### src/rtl/bcd_updown_counter_pkg.sv
// ============================================================================
// Module : bcd_updown_counter_pkg
// Brief  : Shared constants for the cascaded BCD up/down counter.
// Rev    : 1.0
// ============================================================================
`default_nettype none

package bcd_updown_counter_pkg;

    localparam int DIGIT_W         = 4;
    localparam int DEFAULT_DIGITS  = 2;
    localparam int DEFAULT_MODULUS = 10;

endpackage : bcd_updown_counter_pkg

`default_nettype wire

### src/rtl/bcd_digit.sv
// ============================================================================
// Module : bcd_digit
// Brief  : One modulo-MODULUS up/down digit with sanitising parallel load.
// Rev    : 1.0
// ============================================================================
`default_nettype none

module bcd_digit
    import bcd_updown_counter_pkg::*;
#(
    parameter int MODULUS = DEFAULT_MODULUS
) (
    input  logic               clk,
    input  logic               rst,
    input  logic               load,
    input  logic [DIGIT_W-1:0] d_i,
    input  logic               step,
    input  logic               up,
    output logic [DIGIT_W-1:0] q_i,
    output logic               at_max,
    output logic               at_zero
);

    localparam logic [DIGIT_W:0]   c_MOD = (DIGIT_W+1)'(MODULUS);
    localparam logic [DIGIT_W-1:0] c_MAX = DIGIT_W'(MODULUS - 1);

    logic [DIGIT_W-1:0] r_q;

    always_ff @(posedge clk) begin
        if (rst) begin
            r_q <= '0;
        end else if (load) begin
            // Out-of-range load values collapse to 0 so the digit never leaves 0..MODULUS-1.
            r_q <= ({1'b0, d_i} >= c_MOD) ? '0 : d_i;
        end else if (step) begin
            if (up) begin
                r_q <= at_max ? '0 : r_q + DIGIT_W'(1);
            end else begin
                r_q <= at_zero ? c_MAX : r_q - DIGIT_W'(1);
            end
        end
    end

    assign q_i     = r_q;
    assign at_max  = (r_q == c_MAX);
    assign at_zero = (r_q == '0);

endmodule : bcd_digit

`default_nettype wire

### src/rtl/bcd_updown_counter.sv
// ============================================================================
// Module : bcd_updown_counter
// Brief  : DIGITS cascaded up/down digits with terminal count and wrap pulse.
// Rev    : 1.0
// ============================================================================
`default_nettype none

module bcd_updown_counter
    import bcd_updown_counter_pkg::*;
#(
    parameter int DIGITS  = DEFAULT_DIGITS,
    parameter int MODULUS = DEFAULT_MODULUS
) (
    input  logic                      clk,
    input  logic                      rst,
    input  logic                      en,
    input  logic                      up,
    input  logic                      load,
    input  logic [DIGIT_W*DIGITS-1:0] d,
    output logic [DIGIT_W*DIGITS-1:0] q,
    output logic                      tc,
    output logic                      wrap
);

    logic [DIGITS-1:0] w_at_max;
    logic [DIGITS-1:0] w_at_zero;
    logic [DIGITS-1:0] w_step;
    logic [DIGITS:0]   w_carry_up;
    logic [DIGITS:0]   w_carry_dn;
    logic              r_wrap;

    // Bit i is set when every digit below i sits at its rollover value for the current direction.
    always_comb begin
        w_carry_up    = '0;
        w_carry_dn    = '0;
        w_carry_up[0] = 1'b1;
        w_carry_dn[0] = 1'b1;
        for (int i = 0; i < DIGITS; i++) begin
            w_carry_up[i+1] = w_carry_up[i] & w_at_max[i];
            w_carry_dn[i+1] = w_carry_dn[i] & w_at_zero[i];
        end
    end

    generate
        for (genvar i = 0; i < DIGITS; i++) begin : g_digit
            assign w_step[i] = en & (up ? w_carry_up[i] : w_carry_dn[i]);

            bcd_digit #(
                .MODULUS (MODULUS)
            ) u_digit (
                .clk     (clk),
                .rst     (rst),
                .load    (load),
                .d_i     (d[DIGIT_W*i +: DIGIT_W]),
                .step    (w_step[i]),
                .up      (up),
                .q_i     (q[DIGIT_W*i +: DIGIT_W]),
                .at_max  (w_at_max[i]),
                .at_zero (w_at_zero[i])
            );
        end
    endgenerate

    assign tc = up ? w_carry_up[DIGITS] : w_carry_dn[DIGITS];

    always_ff @(posedge clk) begin
        if (rst) begin
            r_wrap <= 1'b0;
        end else begin
            r_wrap <= en & ~load & tc;
        end
    end

    assign wrap = r_wrap;

endmodule : bcd_updown_counter

`default_nettype wire

### config.mk
export PLATFORM = sky130hd
export DESIGN_NAME = bcd_updown_counter
export DESIGN_NICKNAME = d
export VERILOG_FILES = /design/src/rtl/bcd_updown_counter_pkg.sv /design/src/rtl/bcd_digit.sv /design/src/rtl/bcd_updown_counter.sv
export SDC_FILE = /design/constraint.sdc
export NUM_CORES = 1
export LEC_CHECK = 0
export ABC_AREA = 1
export CAP_MARGIN = 20
export CORE_MARGIN = 8
export CORE_UTILIZATION = 41
export DETAILED_ROUTE_END_ITERATION = 7
export PLACE_DENSITY = 0.74
export SYNTH_ARGS = -nofsm -noshare
export SYNTH_HDL_FRONTEND = slang
export SYNTH_HIERARCHICAL = 1
export SYNTH_SLANG_ARGS = --single-unit
### constraint.sdc
create_clock -name clk -period 1.3 [get_ports clk]
set_input_delay 0.325 -clock clk [delete_from_list [all_inputs] [get_ports clk]]
set_output_delay 0.325 -clock clk [all_outputs]
set_load 0.01 [all_outputs]
==> results.yml, run 1 <==
setup_path:
  path_buf_inv: 2
  path_cells: "nor2_4 > nand3_4 > inv_2 > nand3_2 > nand2_1 > buf_2"
  critical-path-max-stage-delay_ps: 360
  cp.arrival_ps: 1170
  end_kind: "output port"
  cp.required_ps: 980
  path_delay_family: "flip-flops"
  start_kind: "flip-flop"
  cpMaxStageDelayCell: "dfxtp_4"
  path_class: "reg2out"
  path_max_fanout: 3
clocking:
  cts_tree: "built"
  clock_latency_ps: 260
  ctsHoldBuffers: 0
  path_clk_slew_ps: 70
  clock_path_buffers: 2
  cts_root_buffer: "clkbuf_4"
  cts-buffers-inserted: 3
  h-tree-depth: 1
  cts_sinks: 9
sta:
  max_freq_mhz: 669.0
  fin_crit_ps: 1495
  tightest_slew_ps: 231.1
  clock_skew_ps: 7.700
  relSlewSlack_pct: 84.54
  layout_setup_ws_ps: -194.9
  setup_tns_ps: -482.5
  finalSetupViolations: 5
  fin_crit_sh_pct: 115.0
  whs_ps: 537.0
  finalHoldViolCount: 0
  rsz0062_at_grt: "yes"
  slew_viol_final: 0
yosys:
  synth-simple-area-share_pct: 43.68
  synth_cell_types: 17
  ys_warn_count: 6
  synth_compound_area_share_pct: 21.28
  synth_seq_cells: 9
  synth_top_family_by_area: "simple AND/OR/NAND/NOR gates"
  synthesis.area_um2: 782.0
  synth_nets: 152
  synth_top_area_share_pct: 23.04
  yosys.area_share.xor_xnor_pct: 0
  avgSynthCellArea_um2: 5.626
  synth_top_cell_by_area: "dfxtp_1"
  syn_inst: 139
  synthMuxAreaShare_pct: 0
  synth_seq_area_share_pct: 23.04
  synthAdderAreaFrac_pct: 0
  synthTopCellsByArea: "dfxtp_1 (23%), nand2_1 (20%), inv_1 (10%)"
placed_design:
  dp.cells: 213
  pre_cts_ws_ps: -646.4
  routabilityCongestion: 0.9457
  hpwl_um: 1984
  portBuffers: 22
global_routing:
  globalRouteOverflowTotal: 0
  grt_antenna_before_repair: 0
  grt_pass1_wl_um: 4388
  grt_pass1_vias: 1102
  grt_usage_pct: 15.30
  grt_max_degree: 8
floorplanning:
  die_area_um2: 3561
  placementRows: 15
  die_w_um: 59.67
  core_um2: 1764
  ios: 23
  die_h_um: 59.67
  start_util_pct: 44.33
pwr:
  power.switching_mw: 0.3476
  powerDensity_nw_per_um2: 705.4
  peakVddDrop_mv: 0.6777
  clkPwrFrac_pct: 23.2
  power_mw: 0.9780
  sw_frac_of_total_pct: 35.54
  seqPwrFrac_pct: 32.1
  power_leakage_nw: 0.7175
  share_comb_of_total_power_pct: 44.8
  intPower_mw: 0.6304
route:
  final_antenna_net_count: 0
  drcViolationCount: 0
  dr_total_vias: 1128
  routed_wl_um: 2681
  vias_per_cell: 4.969
  wl_per_cell_um: 11.81
  drt_iter0_drc: 45
  drtPass1Iterations: 4
layout:
  syn2layout_area_growth_pct: 77.28
  antenna_cells: 0
  final_layout_size_suffix_gt1_share_pct: 43.07
  stdcell_count: 227
  nets: 216
run_status:
  violations: "negative setup slack"
  status: "complete, but fails checks"
hold_path:
  hp-class: "in2reg"
run:
  drv_cap: 0
[final cells by class]
cell class                      count  area (um2)
Multi-Input combinational cell    105       569.3
Timing Repair Buffer               59       462.9
Fill cell                         143       377.9
Sequential cell                     9       202.7
Inverter                           25       93.84
Tap cell                           25       31.28
Clock buffer                        4       26.28
[power by group through the flow]
| stage | logic (mW) | registers, mW | clock network [mW] |
|---|---|---|---|
| floorplan | 0.164 | 0.336 | 0 |
| global placement | 0.382 | 0.320 | 0 |
| detailed placement | 0.388 | 0.321 | 0 |
| CTS | 0.407 | 0.314 | 0.223 |
| global route | 0.481 | 0.316 | 0.242 |
| finish | 0.438 | 0.313 | 0.227 |
[through the flow]
stage,util (%),area (um2)
floorplan,-,794.5
global placement,70.78,1249
detailed placement,70.78,1249
CTS,76.17,1344
global route,78.58,1386
finish,78.58,1386
[synthesized netlist by cell type (all sizes together)]
cell type and number:
a31oi 2, nand4 4, nor2 15, o211ai 4
nand3 14, a21oi 9, o21ai 12, inv 25
nand2 44, dfxtp 9, a21boi 1
[metal layers]
layer | wire [um] | GRT usage (%)
met5 | 0 | 0
met2 | 1315 | 25.54
met4 | 61 | 7.823
met3 | 143 | 2.784
met1 | 1160 | 18.05
[cell usage in the layout, fill, tap and decap left out]
cell type,Yosys,final
inv_1,21,17
nor2_2,2,3
clkbuf_1,0,1
dfxtp_2,0,3
dlymetal6s2s_1,0,1
a31oi_1,2,2
nand3_1,11,9
clkbuf_4,0,3
buf_2,0,6
clkdlybuf4s50_1,0,10
a21oi_2,3,4
dlygate4sd2_1,0,2
nand2_2,2,5
a21oi_1,6,5
dfxtp_1,9,1
nand2_1,42,39
nor2_4,0,3
buf_4,0,36
a21boi_2,0,1
nand3_2,3,4
buf_6,0,2
nand3_4,0,1
dfxtp_4,0,5
o21ai_0,10,5
o211ai_1,4,4
nor2_1,13,9
nand4_1,4,4
clkbuf_2,0,2
o21ai_1,2,6
o21ai_2,0,1
inv_2,4,8
[final timing paths]
path | from | end | slack (ps) | depth (start not counted)
max | g_digit[1].u_digit/q_i[1] | tc | -190 | 6
min | load | g_digit[1].u_digit/q_i[2] | 540 | 5
max reg2reg | g_digit[0].u_digit/q_i[1] | g_digit[1].u_digit/q_i[2] | -110 | 10
min reg2reg | g_digit[1].u_digit/q_i[0] | g_digit[1].u_digit/q_i[0] | 630 | 2
[worst register-to-register path, cell delays in order (launching register included)]
cell and delay (ps):
dfxtp_4 360, inv_2 60, nand2_2 60, nor2_4 120
buf_4 130, nand2_2 50, a21boi_2 170, inv_1 100
nor2_2 110, nand2_1 70, a21oi_1 120
[cell families (layout without fill, tap and decap cells)]
family / count (synthesis) / in the layout
AOI/OAI and AO/OA: 28 / 28
buffers and inverters: 25 / 88
DFF: 9 / 9
and+or+nand+nor: 77 / 77
[registers in the layout, summed over array words and instances, names as in the netlist]
name and count:
wrap 1, g_digit.u_digit/q_i 8
[what timing repair did]
action,in CTS,in global routing
endpoints found under the setup margin,15,14
setup buffers,7,6
hold endpoints to repair,0,0
pin swaps,6,11
resized for setup,47,25
No activity file was read; power rests on OpenSTA's default activity.
==> inputs of run 2 (changes only) <==
--- a/config.mk
+++ b/config.mk
@@ -7,10 +7,13 @@
 export LEC_CHECK = 0
 export ABC_AREA = 1
 export CAP_MARGIN = 20
+export CELL_PAD_IN_SITES_DETAIL_PLACEMENT = 0
+export CELL_PAD_IN_SITES_GLOBAL_PLACEMENT = 2
 export CORE_MARGIN = 8
-export CORE_UTILIZATION = 41
+export CORE_UTILIZATION = 20
 export DETAILED_ROUTE_END_ITERATION = 7
-export PLACE_DENSITY = 0.74
+export HOLD_SLACK_MARGIN = 0.06
+export PLACE_DENSITY_LB_ADDON = 0.1
 export SYNTH_ARGS = -nofsm -noshare
 export SYNTH_HDL_FRONTEND = slang
 export SYNTH_HIERARCHICAL = 1
==> run 2 against run 1 <==
Effect of this change:
- the flow still finishes with violations (negative setup slack)
- worst hold slack improved by 16 ps
- setup slack improved by 12 ps
- sequential power rose by 1%
- critical path depth did not move
- fmax rose by 0.82%
- critical path type unchanged
- critical endpoint unchanged
- largest cell class unchanged
- highest routed layer unchanged
==> results.yml, run 2 (synthesis gave the netlist of run 1 again) <==
route:
  routed_wl_um: 2744
  drtPass1Iterations: 6
  wl_per_cell_um: 11.15
  dr_total_vias: 1071
  drcViolationCount: 0
  drt_iter0_drc: 41
  vias_per_cell: 4.354
  final_antenna_net_count: 0
layout:
  stdcell_count: 246
  post-route-util_pct: 38.18
  largest_register_ffs: 8
  final_layout_size_suffix_gt1_share_pct: 41.92
  syn2layout_area_growth_pct: 81.44
  nets: 212
  antenna_cells: 0
  fillers: 449
  final_common_cell: "nand2_1"
  layout_common_cells: "nand2_1 (39), buf_4 (32), inv_1 (17)"
pwr:
  peakVddDrop_mv: 0.2994
  power_leakage_nw: 0.7110
  powerDensity_nw_per_um2: 760.1
  power_mw: 1.079
  share_comb_of_total_power_pct: 40.5
  intPower_mw: 0.7288
  sw_frac_of_total_pct: 32.43
  power.switching_mw: 0.3498
  clkPwrFrac_pct: 30.1
  seqPwrFrac_pct: 29.4
clocking:
  path_clk_slew_ps: 50
  cts_root_buffer: "clkbuf_8"
  ctsHoldBuffers: 0
  clock_latency_ps: 230
  cts-buffers-inserted: 3
  clock_path_buffers: 2
  cts_tree: "built"
  h-tree-depth: 1
  cts_sinks: 9
global_routing:
  grt_usage_pct: 8.493
  grt_pass1_wl_um: 4298
  grt_antenna_before_repair: 0
  globalRouteOverflowTotal: 0
  grt_pass1_vias: 1003
  grt_max_degree: 8
placed_design:
  hpwl_um: 2212
  pre_cts_ws_ps: -648.1
  routabilityCongestion: 0.8061
  dp.cells: 236
  portBuffers: 22
sta:
  whs_ps: 553.0
  slew_viol_final: 0
  finalSetupViolations: 5
  fin_crit_ps: 1483
  rsz0062_at_grt: "yes"
  fin_crit_sh_pct: 114.1
  layout_setup_ws_ps: -182.7
  tightest_slew_ps: 227.4
  max_freq_mhz: 674.4
  clock_skew_ps: 4.711
  finalHoldViolCount: 0
  relSlewSlack_pct: 84.79
setup_path:
  crit_end: "tc"
  worst_r2r_path_depth: 11
  reg2reg_slack_ps: -130
  cp.arrival_ps: 1160
  path_class: "reg2out"
  timing.rr.start: "g_digit[0].u_digit/q_i[3]"
  start_kind: "flip-flop"
  reg2reg_to: "g_digit[1].u_digit/q_i[3]"
  startpoint: "g_digit[1].u_digit/q_i[0]"
  end_kind: "output port"
  path_max_fanout: 4
  cp.required_ps: 980
run_status:
  status: "complete, but fails checks"
  violations: "negative setup slack"
hold_path:
  hp-class: "in2reg"
floorplanning:
  die_w_um: 78.53
  die_area_um2: 6167
  die_h_um: 78.53
  core_um2: 3716
  ios: 23
  placementRows: 22
  start_util_pct: 21.04
run:
  drv_cap: 0
[run 2: cell count changes in the layout (fill, tap and decap cells not counted), moves of 2 or more]
cell / previous run / this run
clkbuf_8: 0 / 3
inv_4: 0 / 2
inv_2: 8 / 6
buf_2: 6 / 1
clkbuf_4: 3 / 0
buf_4: 36 / 32
clkbuf_2: 2 / 6
[run 2: what timing repair did]
| action | CTS | global route |
|---|---|---|
| resized for setup | 36 | 29 |
| cloned | 0 | 0 |
| pin swaps | 3 | 10 |
| endpoints found under the setup margin | 16 | 13 |
| buffers inserted | 1 | 6 |
[run 2: worst min-delay path by stage]
stage	startpoint	endpoint	slack, ps	depth (start not counted)
floorplan	rst	g_digit[0].u_digit/q_i[2]	390	1
global placement	g_digit[1].u_digit/q_i[0]	g_digit[1].u_digit/q_i[0]	620	2
CTS	up	wrap	560	3
global route	up	wrap	570	3
detailed placement	g_digit[1].u_digit/q_i[0]	g_digit[1].u_digit/q_i[0]	610	2
finish	up	wrap	550	3
[run 2: layout make-up]
cell class                 count  area, um2  area share [%]
clock buffer                   4      45.04           3.175
sequential                     9      200.2           14.11
tap                           48      60.06           4.233
inverter                      25      98.84           6.966
timing repair buffer          55      435.4           30.69
multi-input combinational    105      579.3           40.83
[run 2: per-layer routing]
metal / vias up / part of all wire, % / track usage [%]
li1: 573 / - / -
met1: 477 / 52 / 11.51
met2: 19 / 44 / 12.59
met3: 2 / 3.2 / 1.936
met4: 0 / 1.4 / 3.333
met5: - / 0 / 0
[run 2: per-stage QoR]
stage	instance area (um2)	TNS, ps
2_1_floorplan	794.5	0
3_3_place_gp	1277	-3770
3_5_place_dp	1277	-3802
4_1_cts	1355	-692.5
5_1_grt	1419	-1042
6_report	1419	-587.8
[run 2: power by group through the flow]
stage	registers [mW]	clock network [mW]	logic, mW
2_1_floorplan	0.336	0	0.164
3_5_place_dp	0.322	0	0.399
4_1_cts	0.316	0.332	0.403
6_report	0.317	0.324	0.437
5_1_grt	0.320	0.364	0.484
3_3_place_gp	0.321	0	0.401
[run 2: critical path, cell delays in order, from the launching register on]
cell and delay, ps:
dfxtp_4 360, nor2_4 140, nand3_2 100, inv_2 60, nand3_2 70, nand2_1 70, buf_2 120
